File: src/rtl/pipeline_event_monitor.sv
// pipeline_event_monitor
// Watches the 5-stage datapath debug outputs (WB instruction/PC, stall, flush,
// forwarding selects) and keeps saturating event counters readable through a
// registered select port. Define PIPE_TRACE_FIFO_EN to also build a FIFO trace
// of retired instructions; without it the trace outputs are tied to 0.

module pipeline_event_monitor #(
    parameter int CW    = 32,
    parameter int DEPTH = 8
) (
    input  logic          clk,
    input  logic          reset,
    input  logic          i_enable,
    input  logic          i_clear,
    input  logic [31:0]   i_pc_wb,
    input  logic [31:0]   i_instr_wb,
    input  logic          i_stall,
    input  logic          i_flush,
    input  logic [1:0]    i_forwardA,
    input  logic [1:0]    i_forwardB,
    input  logic [2:0]    i_sel,
    output logic [CW-1:0] o_count,
    output logic          o_trace_valid,
    output logic [31:0]   o_trace_pc,
    output logic [31:0]   o_trace_instr,
    input  logic          i_trace_ready,
    output logic          o_trace_overflow
);

    localparam int            NCNT    = 6;
    localparam logic [CW-1:0] CNT_MAX = {CW{1'b1}};

    // Saturating increment: the counter parks at all-ones instead of wrapping.
    function automatic logic [CW-1:0] sat_inc(input logic [CW-1:0] v);
        if (v == CNT_MAX) begin
            return v;
        end else begin
            return v + CW'(1);
        end
    endfunction

    logic            retire_s;
    logic [NCNT-1:0] inc_s;
    logic [CW-1:0]   sel_cnt_s;
    logic [CW-1:0]   cnt_r [NCNT];

    // Classify this cycle's events; bubbles (0 and canonical NOP) never retire.
    always_comb begin
        retire_s = (i_instr_wb != 32'h0000_0000) && (i_instr_wb != 32'h0000_0013);
        inc_s    = {(i_forwardB != 2'b00), (i_forwardA != 2'b00), i_flush, i_stall,
                    retire_s, 1'b1};
    end

    // Event counters: clear dominates, counting only while enabled.
    always_ff @(posedge clk or posedge reset) begin
        if (reset) begin
            for (int i = 0; i < NCNT; i++) begin
                cnt_r[i] <= {CW{1'b0}};
            end
        end else if (i_clear) begin
            for (int i = 0; i < NCNT; i++) begin
                cnt_r[i] <= {CW{1'b0}};
            end
        end else if (i_enable) begin
            for (int i = 0; i < NCNT; i++) begin
                if (inc_s[i]) begin
                    cnt_r[i] <= sat_inc(cnt_r[i]);
                end
            end
        end
    end

    // Read mux for the counter selected by i_sel; unused selects read 0.
    always_comb begin
        sel_cnt_s = {CW{1'b0}};
        case (i_sel)
            3'd0:    sel_cnt_s = cnt_r[0];
            3'd1:    sel_cnt_s = cnt_r[1];
            3'd2:    sel_cnt_s = cnt_r[2];
            3'd3:    sel_cnt_s = cnt_r[3];
            3'd4:    sel_cnt_s = cnt_r[4];
            3'd5:    sel_cnt_s = cnt_r[5];
            default: sel_cnt_s = {CW{1'b0}};
        endcase
    end

    // Registered counter read port (one cycle of read latency).
    always_ff @(posedge clk or posedge reset) begin
        if (reset) begin
            o_count <= {CW{1'b0}};
        end else begin
            o_count <= sel_cnt_s;
        end
    end

`ifdef PIPE_TRACE_FIFO_EN

    localparam int           AW       = $clog2(DEPTH);
    localparam logic [AW:0]  OCC_FULL = (AW+1)'(DEPTH);
    localparam logic [AW:0]  OCC_ZERO = {(AW+1){1'b0}};

    logic [63:0]   mem_r [DEPTH];
    logic [AW-1:0] wr_ptr_r;
    logic [AW-1:0] rd_ptr_r;
    logic [AW:0]   occ_r;
    logic          ovf_r;
    logic          push_req_s;
    logic          full_s;
    logic          pop_s;
    logic          do_push_s;
    logic [63:0]   head_s;

    // Push/pop decisions; a full FIFO still accepts a push when it pops too.
    always_comb begin
        push_req_s = i_enable && retire_s;
        full_s     = (occ_r == OCC_FULL);
        pop_s      = (occ_r != OCC_ZERO) && i_trace_ready;
        do_push_s  = push_req_s && (!full_s || pop_s);
    end

    // Trace storage; contents are only observed through the occupancy gate.
    always_ff @(posedge clk) begin
        if (do_push_s && !i_clear) begin
            mem_r[wr_ptr_r] <= {i_pc_wb, i_instr_wb};
        end
    end

    // Pointers, occupancy and sticky overflow; clear empties everything.
    always_ff @(posedge clk or posedge reset) begin
        if (reset) begin
            wr_ptr_r <= {AW{1'b0}};
            rd_ptr_r <= {AW{1'b0}};
            occ_r    <= OCC_ZERO;
            ovf_r    <= 1'b0;
        end else if (i_clear) begin
            wr_ptr_r <= {AW{1'b0}};
            rd_ptr_r <= {AW{1'b0}};
            occ_r    <= OCC_ZERO;
            ovf_r    <= 1'b0;
        end else begin
            if (do_push_s) begin
                wr_ptr_r <= wr_ptr_r + AW'(1);
            end
            if (pop_s) begin
                rd_ptr_r <= rd_ptr_r + AW'(1);
            end
            case ({do_push_s, pop_s})
                2'b10:   occ_r <= occ_r + (AW+1)'(1);
                2'b01:   occ_r <= occ_r - (AW+1)'(1);
                default: occ_r <= occ_r;
            endcase
            if (push_req_s && full_s && !pop_s) begin
                ovf_r <= 1'b1;
            end
        end
    end

    // Head entry presented straight from storage, forced to 0 when empty.
    always_comb begin
        if (occ_r != OCC_ZERO) begin
            head_s = mem_r[rd_ptr_r];
        end else begin
            head_s = 64'h0;
        end
        o_trace_valid    = (occ_r != OCC_ZERO);
        o_trace_pc       = head_s[63:32];
        o_trace_instr    = head_s[31:0];
        o_trace_overflow = ovf_r;
    end

`else

    logic unused_trace_s;

    // Trace path not built: outputs tied off, ready and PC have no consumer.
    always_comb begin
        o_trace_valid    = 1'b0;
        o_trace_pc       = 32'h0;
        o_trace_instr    = 32'h0;
        o_trace_overflow = 1'b0;
        unused_trace_s   = ^{i_trace_ready, i_pc_wb};
    end

`endif

endmodule

File: config.mk
export PLATFORM = sky130hd
export DESIGN_NAME = pipeline_event_monitor
export DESIGN_NICKNAME = d
export VERILOG_FILES = /design/src/rtl/pipeline_event_monitor.sv
export SDC_FILE = /design/constraint.sdc
export NUM_CORES = 1
export LEC_CHECK = 0
export CAP_MARGIN = 10
export CORE_AREA = 2 2 185 187
export DETAILED_ROUTE_END_ITERATION = 6
export DIE_AREA = 0 0 187 189
export HOLD_SLACK_MARGIN = 0.03
export SYNTH_ARGS = -nofsm -noshare
export SYNTH_HDL_FRONTEND = slang
export SYNTH_SLANG_ARGS = --single-unit
File: constraint.sdc
create_clock -name clk -period 10.04 [get_ports clk]
set_input_delay 2.008 -clock clk [delete_from_list [all_inputs] [get_ports clk]]
set_output_delay 2.008 -clock clk [all_outputs]
set_load 0.1 [all_outputs]
==> summary.txt, run 1 <==
Timing
  – Period utilization: 45.3%
  – Rel. slew slack: 22.3%
  – FMAX: 220 MHz
  – Setup violators final: 0
  – Slew Limit Fails: 0
  – Crit path time final: 4.55 ns
  – RSZ-0062 raised after global routing: no
  – Final Hold Fails: 0
  – Setup ws final: 5.49 ns
  – Total negative slack: 0 ns
  – Worst Max-Slew Pin Slew: 1.17 ns
  – Max Clock Skew: 0.0122 ns

Worst setup path
  – CP required: 10.50 ns
  – Critical path endpoint: cnt_r[28]
  – Critical path type: input port to flop
  – Critical R2R Capture: cnt_r[124]
  – Worst-path fanout max: 15
  – Worst EP arrival: 5.01 ns
  – R2R setup slack: 7.19 ns
  – Worst R2R Start: cnt_r[110]
  – R2R cell count: 5
  – Startpoint Class: input port
  – Crit path from: i_enable
  – CP Capture Type: flop

Layout
  – Commonest cells after routing, fill and taps aside: 224 x dfrtp_1, 133 x a21oi_1, 104 x nand3_1
  – Layout cells sized above 1: 7.07%
  – Reg area: 5610 µm²
  – Final net count: 1581
  – Area of the multi-input gates: 6960 µm²
  – # diodes: 0
  – Area grow syn2layout: 13.8%
  – Number of fill cells in the layout: 3252
  – Most common cell after layout, fill and taps aside: dfrtp_1

Global route
  – Antenna violations before repair: 0
  – Vias in the first global route: 11000
  – M2 GR Usage: 35.2%
  – Busiest metal layer after global routing: met2
  – Grt ovf: 0
  – Pin count of the biggest net entering global routing: 88
  – M3 GR Usage: 2.41%
  – Met1 track demand over resource: 31.9%
  – GRT Total Usage: 22.6%
  – First-pass GRT wire length: 63900 µm

Pwr
  – Internal power: 0.00157 W
  – Lkg Pwr: 5.56 nW
  – Max VDD drop: 0.112 mV
  – Seq pwr share: 42.5%
  – Clock network power share: 47.6%
  – Combinational fraction of design power: 10.0%
  – Switching Share: 27.2%
  – PD cells: 143 nW/µm²
  – Total net switching power: 0.000586 W

Logic synthesis
  – EDFF count, synth: 0
  – Post-synthesis register bit count: 224
  – Synth warnings: 0
  – Synth top area share: 42.4%
  – Area leader, netlist: dfrtp_1
  – Sequential area share after synthesis: 42.4%
  – Post-synth ARST share: 100%
  – Synth Instances: 1466
  – Area contributors post-synth: dfrtp_1 42%, a22oi_1 5.5%, a21oi_1 5.0%
  – Synth unique cells: 65
  – Syn Area/Cell: 9.01 µm²
  – Synth Flop Type: dfrtp_1
  – Cell Area, Synth: 13200 µm²

Drt
  – Vias: 12100
  – DRT Pass-1 Iters: 6
  – Overall routed net length: 40900 µm
  – Routed Antenna Nets: 0
  – Post-DR wirelength/cell: 20.8 µm
  – Vias/cell: 6.14
  – DRC: 0
  – Initial drt markers: 1074

Clock tree
  – Num CTS Buffers: 27
  – Post-CTS sizing: 0
  – Hold buffer count at cts: 0
  – Reg clk slew, reported paths: 0.06 ns
  – Clk buf depth: 3
  – TritonCTS clock tree: yes
  – H-Tree Depth: 1
  – Root buffer cell: clkbuf_16
  – Clk sink count: 224
  – Post CTS Setup Buffer Count: 0
  – Clk_lat worst skew: 0.54 ns

Placed design
  – I/O Buffers: 76
  – Dpl ws: 4.95 ns
  – GP Congestion: 0.880
  – Post-DP HPWL: 28300 µm

Floorplan
  – Core area: 33300 µm²
  – Die Height: 189 µm
  – Row cnt: 67
  – Die Wd: 187 µm
  – IO Count: 176
  – Die area: 35300 µm²
  – Initial Util: 39.7%

Run
  – Max-Cap Viols: 0

Hold path
  – Hold depth: 2
  – Hold crit path type: flop to flop

Outcome
  – Outcome: finished, final reports clean
==> cell families (layout without fill, tap and decap cells) <==
logic type      after synthesis  count (layout)  share of synthesized area, %
buf+inv                     181             164                          7.14
other cells                   1              66                        0.0284
flops                       224             224                          42.4
mux                          20              20                          1.68
compound gates              421             421                          20.6
xor+xnor                     28              28                          1.86
simple gates                585             585                          25.7
fa+ha+maj                     6               6                         0.568
==> cell type report <==
cell class / instances / share of cell area (%)
multi-input cells: 1126 / 46.3
inverters: 24 / 0.650
flip-flops and latches: 224 / 37.3
clock buffers: 40 / 5.15
well taps: 448 / 3.73
repair buffers: 94 / 5.97
clock inverters: 6 / 0.866
==> cell usage after synthesis (8+ instances only) <==
library cell and instances:
a2111oi_0 11, a21oi_1 133, a22oi_1 96, a31oi_1 8, and2_1 10, and3_1 19, and4_1 33, buf_2 12
buf_4 66, clkbuf_1 77, dfrtp_1 224, inv_1 23, mux2_2 17, nand2_1 76, nand3_1 104, nand4_1 47
nor2_1 64, nor2b_1 20, nor3_1 15, nor4_1 23, o21ai_0 66, o31ai_1 65, or3_1 72, or4_1 69
xnor2_1 22
==> power by group through the flow <==
stage	Clock (W)	Sequential [W]	Combinational, W
final	0.00102	0.000915	0.000214
after global routing	0.00108	0.000915	0.000226
after CTS	0.00104	0.000914	0.000215
after detailed placement	0	0.000931	0.000215
after global placement	0	0.000931	0.000213
after floorplan	0	0.000933	0.000184
==> how the worst min path moves through the flow <==
| stage | from | slack [ns] | endpoint |
|---|---|---|---|
| 6_report | cnt_r[91] | 0.57 | cnt_r[91] |
| 5_1_grt | cnt_r[37] | 0.60 | cnt_r[37] |
| 4_1_cts | cnt_r[91] | 0.57 | cnt_r[91] |
| 2_1_floorplan | cnt_r[142] | 0.50 | o_count[14] |
| 3_5_place_dp | cnt_r[91] | 0.56 | cnt_r[91] |
| 3_3_place_gp | cnt_r[91] | 0.55 | cnt_r[91] |
==> critical path, stage by stage <==
cell             delay, ns
clkdlybuf4s50_1       0.45
buf_4                 0.30
o21ai_1               0.33
or4_1                 0.74
or4_1                 0.62
or3_1                 0.40
a21oi_1               0.15
==> state kept, by name, indices dropped and copies added (netlist names) <==
register / cells
o_count: 32
cnt_r: 192
==> through the flow <==
| stage | hold WS, ns | area, µm² | std cells | total power, W | util [%] |
|---|---|---|---|---|---|
| detailed placement | 0.559 | 14100 | 1916 | 0.00115 | 42.4 |
| finish | 0.566 | 15000 | 1962 | 0.00215 | 45.1 |
| floorplan | 0.501 | 13500 | 1531 | 0.00112 | - |
| CTS | 0.567 | 15000 | 1962 | 0.00217 | 45.1 |
| global route | 0.597 | 15000 | 1962 | 0.00222 | 45.1 |
| global placement | 0.549 | 14100 | 1916 | 0.00114 | 42.4 |
==> layer usage <==
layer / wire length, µm / vias up / share of wire, %
li1: - / 5584 / -
met1: 18100 / 5950 / 44
met2: 18600 / 431 / 46
met3: 2360 / 89 / 5.8
met4: 1800 / 0 / 4.4
met5: 0 / - / 0
Power figures use the tool's default switching activity.
==> run 2, diff against run 1 <==
- clock period: 10.04 -> 3.9 ns (I/O delays scaled with it)
==> summary.txt, run 2 (synthesized netlist as in run 1, its figures left out) <==
Global route
  – GRT Total Usage: 22.7% (was 22.6%)
  – Grt ovf: 0 (unchanged)
  – Antenna violations before repair: 0 (unchanged)
  – First-pass GRT wire length: 64100 µm (was 63900 µm)
  – Pin count of the biggest net entering global routing: 120 (was 88)
  – Vias in the first global route: 11300 (was 11000)

Outcome
  – Outcome: finished, final reports clean (unchanged)

Layout
  – Area grow syn2layout: 14.1% (was 13.8%)
  – Largest regs: cnt_r: 192 flops, o_count: 32 flops (unchanged)
  – Layout cells sized above 1: 7.86% (was 7.07%)
  – Final net count: 1592 (was 1581)
  – Number of fill cells in the layout: 3257 (was 3252)
  – Final std cell area, no fill: 15100 µm² (was 15000 µm²)
  – Reg area: 5610 µm² (unchanged)
  – Max FFs per register: 192 (unchanged)
  – Area of the multi-input gates: 6960 µm² (about the same)
  – Most common cell after layout, fill and taps aside: dfrtp_1 (unchanged)
  – Commonest cells after routing, fill and taps aside: 224 x dfrtp_1, 133 x a21oi_1, 104 x nand3_1 (unchanged)
  – Largest Register: cnt_r (unchanged)
  – # diodes: 0 (unchanged)

Timing
  – Rel. slew slack: 26.4% (was 22.3%)
  – Total negative slack: 0 ns (unchanged)
  – Worst Max-Slew Pin Slew: 1.09 ns (was 1.17 ns)
  – FMAX: 339 MHz
  – Max Clock Skew: 0.0238 ns (was 0.0122 ns)
  – Crit path time final: 2.95 ns
  – Final Hold Fails: 0 (unchanged)
  – Slew Limit Fails: 0 (unchanged)
  – RSZ-0062 raised after global routing: no (unchanged)
  – WHS: 0.573 ns (was 0.566 ns)
  – Setup violators final: 0 (unchanged)
  – Period utilization: 75.6%

Clock tree
  – Reg clk slew, reported paths: 0.06 ns (about the same)
  – TritonCTS clock tree: yes (unchanged)
  – Post-CTS sizing: 0 (unchanged)
  – Hold buffer count at cts: 0 (unchanged)
  – H-Tree Depth: 1 (unchanged)
  – Clk sink count: 224 (unchanged)
  – Num CTS Buffers: 27 (unchanged)
  – Root buffer cell: clkbuf_16 (unchanged)
  – Clk_lat worst skew: 0.55 ns (was 0.54 ns)
  – Post CTS Setup Buffer Count: 0 (unchanged)
  – Clk buf depth: 3 (unchanged)

Placed design
  – Post-place instance area: 14200 µm² (was 14100 µm²)
  – Post-DP HPWL: 29000 µm (was 28300 µm)
  – I/O Buffers: 76 (unchanged)
  – GP Congestion: 0.896 (was 0.880)

Worst setup path
  – Worst path top cell family by delay: simple AND/OR/NAND/NOR gates (unchanged)
  – Worst path most repeated cell: or4_1 (unchanged)
  – Critical R2R Capture: cnt_r[77] (was cnt_r[124])
  – Max incr delay on CP: 0.71 ns (was 0.74 ns)
  – Buf/Inv on CP: 1 (was 2)
  – Worst-path fanout max: 15 (unchanged)
  – CP required: 4.36 ns (was 10.50 ns)
  – CP Capture Type: flop (unchanged)
  – Startpoint Class: input port (unchanged)
  – Worst EP arrival: 3.41 ns (was 5.01 ns)
  – Critical path type: input port to flop (unchanged)
  – R2R cell count: 6 (was 5)
  – Worst-path cell chain: clkdlybuf4s50_1, o21ai_1, or4_1, a311o_1, or4_1, a21oi_1 (was clkdlybuf4s50_1, buf_4, o21ai_1, or4_1, or4_1, or3_1, a21oi_1)
  – R2R setup slack: 1.03 ns (was 7.19 ns)
  – CP max-delay cell: clkdlybuf4s50_1 (was or4_1)
  – Worst R2R Start: cnt_r[79] (was cnt_r[110])

Floorplan
  – Die Height: 189 µm (unchanged)
  – IO Count: 176 (unchanged)
  – Initial Util: 39.7% (unchanged)
  – Row cnt: 67 (unchanged)
  – Core area: 33300 µm² (unchanged)
  – Die area: 35300 µm² (unchanged)
  – Die Wd: 187 µm (unchanged)

Run
  – Max-Cap Viols: 0 (unchanged)

Drt
  – Vias/cell: 6.13 (was 6.14)
  – Overall routed net length: 40500 µm (was 40900 µm)
  – Routed Antenna Nets: 0 (unchanged)
  – DRT Pass-1 Iters: 5 (was 6)
  – Initial drt markers: 1205 (was 1074)
  – Post-DR wirelength/cell: 20.5 µm (was 20.8 µm)
  – Vias: 12100 (about the same)
  – DRC: 0 (unchanged)

Hold path
  – Hold depth: 2 (unchanged)
  – Hold crit path type: flop to flop (unchanged)
  – Hold_sp: cnt_r[95] (was cnt_r[91])
  – Worst Hold End: cnt_r[95] (was cnt_r[91])

Pwr
  – Max VDD drop: 0.306 mV (was 0.112 mV)
  – Final Power: 0.00529 W (was 0.00215 W)
  – PD cells: 351 nW/µm² (was 143 nW/µm²)
  – Lkg Pwr: 5.60 nW (was 5.56 nW)
run 2: cell types whose count changed in the layout (fill, tap and decap cells not counted), moves of 4 or more:
cell,previous run,this run
clkinv_2,2,7
buf_12,0,4
bufinv_16,4,0
buf_4,18,25
run 2: metrics by stage:
step | utilization (%) | setup slack, ns | cells
6_report | 45.3 | 0.951 | 1975
4_1_cts | 45.3 | 0.954 | 1975
3_3_place_gp | 42.8 | 0.411 | 1927
2_1_floorplan | - | 0.196 | 1531
5_1_grt | 45.3 | 0.798 | 1975
3_5_place_dp | 42.8 | 0.402 | 1927
run 2: layer usage:
layer  track usage (%)  up-vias  routed length, µm
li1                  -     5624                  -
met1              31.9     5980              17900
met2              36.4      445              18800
met3              3.00       63               2760
met4              6.78        0               1100
met5                 0        -                  0
run 2: how the worst max path moves through the flow:
| stage | start | to | depth (start not counted) |
|---|---|---|---|
| after floorplan | reset | cnt_r[0] | 1 |
| after global placement | i_enable | cnt_r[29] | 6 |
| after detailed placement | i_enable | cnt_r[29] | 6 |
| after CTS | i_enable | cnt_r[29] | 6 |
| after global routing | i_enable | cnt_r[29] | 6 |
| final | i_enable | cnt_r[29] | 6 |
run 2: power by group:
part / switching [W] / internal, W
Combinational: 0.000472 / 0.0000870
Clock: 0.00100 / 0.00138
Sequential: 0.0000191 / 0.00234
Total: 0.00149 / 0.00380
run 2: worst reg2reg max path, delay by kind of cell (launching register included):
kind,cells,cell delay (ns)
AND/OR/NAND/NOR,3,0.83
multiplexers,1,0.28
flip-flops,1,0.51
AO/OA/AOI/OAI,1,0.73
buffers and inverters,1,0.41
run 2: final cells by class:
cell class                      count  area share (%)
Clock buffer                       40            5.20
Tap cell                          448            3.72
Clock inverter                      8           0.290
Sequential cell                   224            37.2
Inverter                           24           0.622
Multi-Input combinational cell   1126            46.2
Timing Repair Buffer              105            6.83
==> edit (config.mk and constraints of run 1) <==
The parameter `CW` goes from 32 to 16.
--- a/src/rtl/pipeline_event_monitor.sv
+++ b/src/rtl/pipeline_event_monitor.sv
@@ -7,3 +7,3 @@
 module pipeline_event_monitor #(
-    parameter int CW    = 32,
+    parameter int CW    = 16,
     parameter int DEPTH = 8
Interface: changed (resized o_count); port bits go from 176 to 160. No check against the original RTL was run, so the function may have changed too.
==> edit against run 1 <==
Power fell by 53%; die area is the same; wire length down 56%; setup slack better by 0.62 ns; first-iteration DRC count fell by 47%; clock skew is 0.0013 ns lower; register-to-register slack better by 0.60 ns; area after synthesis fell by 46%; sequential share of layout area decreased by 2.9 points; count of clock-buffer cells in the layout down 30; final area fell by 46%; sequential cell count down 112.
==> edit: results (changes against run 1) <==
outcome: "complete, no violations"
arrival_ns: 4.12  # -0.89 ns
yosys.area_share.adder_pct: 1.06  # +0.49 points
synth_compound_area_share_pct: 10.6  # -10 points
hpwl_mm: 12.9  # -55%
finalWeightedCongestion: 0.837  # -4.9%
final_nets: 903  # -43%
ys_types: 60  # -7.7%
synthFlopType: "dfrtp_1"
yosysSeqAreaShare_pct: 39.6  # -2.8 points
hold_path.class: "register to register"
synthTopCellsByCount: "117 x nor2_1, 112 x dfrtp_1, 68 x buf_4"
grt_pass1_vias: 5485  # -50%
fin_skew_ns: 0.0109  # -0.00126 ns
grt_pass1_wl_mm: 29.1  # -54%
fillers: 3603  # +11%
drive_gt1_share_pct: 5.84  # -1.2 points
path_clk_slew_ns: 0.07
slew_headroom_pct: 29.6  # +7.3 points
ys_warn_count: 0  # unchanged
p_leak_nw: 3.25  # -42%
vias: 5692  # -53%
crit_family: "buffers and inverters"
max_stage_delay_ns: 1.03  # +0.29 ns
crit_slowest_cell: "clkdlybuf4s50_1"
synthArstFlopShare_pct: 100  # unchanged
worstPathMaxFanout: 26  # +11
firstDrtPassIters: 6  # unchanged
drt_first_iter_violations: 565  # -47%
cts_resized: 0  # unchanged
synth_top_cells_by_area: "dfrtp_1 40%, buf_4 7.2%, nor2_1 6.2%, mux2i_1 4.7%, xnor2_1 3.8%"
tritoncts.num_buffers: 9  # -67%
grt_max_degree: 101  # +15%
antenna_found_initial: 2  # +2
synth_xor_area_share_pct: 7.31  # +5.5 points
ir_worst_vdd_uv: 61.2  # -45%
synthMuxAreaShare_pct: 6.74  # +5.1 points
clockRootBuffer: "clkbuf_16"
grt_use_total_pct: 10.3  # -12 points
clk-insertion-delay-late_ns: 0.37  # -0.17 ns
clock_path_buffers: 2  # -1
cts_max_level: 3  # +2
drt-total-wl_mm: 17.9  # -56%
post-cts-setup-buffer-count: 0  # unchanged
reg.largest.list: "cnt_r: 96 flops, o_count: 16 flops"
port_buffers: 60  # -21%
==> edit: cell types whose count changed after synthesis, moves of 25 or more <==
cell and change:
nand3_1 -74, and4_1 -25, or3_1 -62, clkbuf_1 -52, or4_1 -61, a21oi_1 -91
o21ai_0 -56, o31ai_1 -59, dfrtp_1 -112, mux2i_1 +30, nand2_1 -40, nor2_1 +53
a22oi_1 -95
==> edit: power by group <==
part	internal, mW	total, mW	switching [mW]	leakage [nW]
registers	0.456	0.463	0.00671	1.55
logic	0.0319	0.193	0.161	1.56
clock network	0.190	0.357	0.166	0.134
==> edit: tightest hold or removal path, cell delays in order, from the launching register on <==
cell and delay (ns):
dfrtp_1 0.38, nand2_1 0.06, o221ai_1 0.07
==> edit: layer usage <==
layer	track usage, %	vias to the layer above	routed length [um]
li1	-	2732	-
met1	13.5	2781	7960
met2	16.2	149	8280
met3	3.26	28	1260
met4	3.21	2	344
met5	0	-	15
==> edit: metrics by stage <==
stage / cells / hold WS, ns / power (mW) / setup WS, ns / cell area, um2
after floorplan: 846 / 0.479 / 0.650 / 5.07 / 7310
after global placement: 1256 / 0.513 / 0.665 / 5.74 / 7860
after detailed placement: 1256 / 0.526 / 0.666 / 5.71 / 7860
after CTS: 1270 / 0.538 / 1.02 / 6.13 / 8140
after global routing: 1270 / 0.598 / 1.05 / 5.99 / 8140
final: 1271 / 0.545 / 1.01 / 6.11 / 8140
==> edit: path summary, 6_finish.rpt <==
check | from | slack [ns] | endpoint | cells past startpoint
max in group asynchronous | reset | 6.68 | cnt_r[45] | 3
min in group asynchronous | reset | 2.08 | cnt_r[20] | 2
worst min-delay path | cnt_r[28] | 0.54 | o_count[12] | 2
worst max register to register | cnt_r[64] | 7.79 | cnt_r[71] | 6
worst max-delay path | i_sel[2] | 6.11 | o_count[8] | 4
worst min register to register | cnt_r[28] | 0.54 | o_count[12] | 2
==> edit: cells by family (layout without fill, tap and decap cells) <==
logic type	count (synthesis)	after routing
multiplexers	45	45
other	1	67
AO/OA/AOI/OAI	114	114
flip-flops	112	112
AND/OR/NAND/NOR	332	332
XOR/XNOR	59	59
buffers and inverters	112	88
adder cells (fa/ha/maj)	6	6
==> edit: cell type report <==
type | count | area share [%]
clock inverters | 4 | 0.584
clock buffers | 10 | 2.81
inverters | 9 | 0.446
flip-flops and latches | 112 | 34.4
multi-input cells | 622 | 47.0
repair buffers | 65 | 7.75
well taps | 448 | 6.89
diodes | 1 | 0.0308
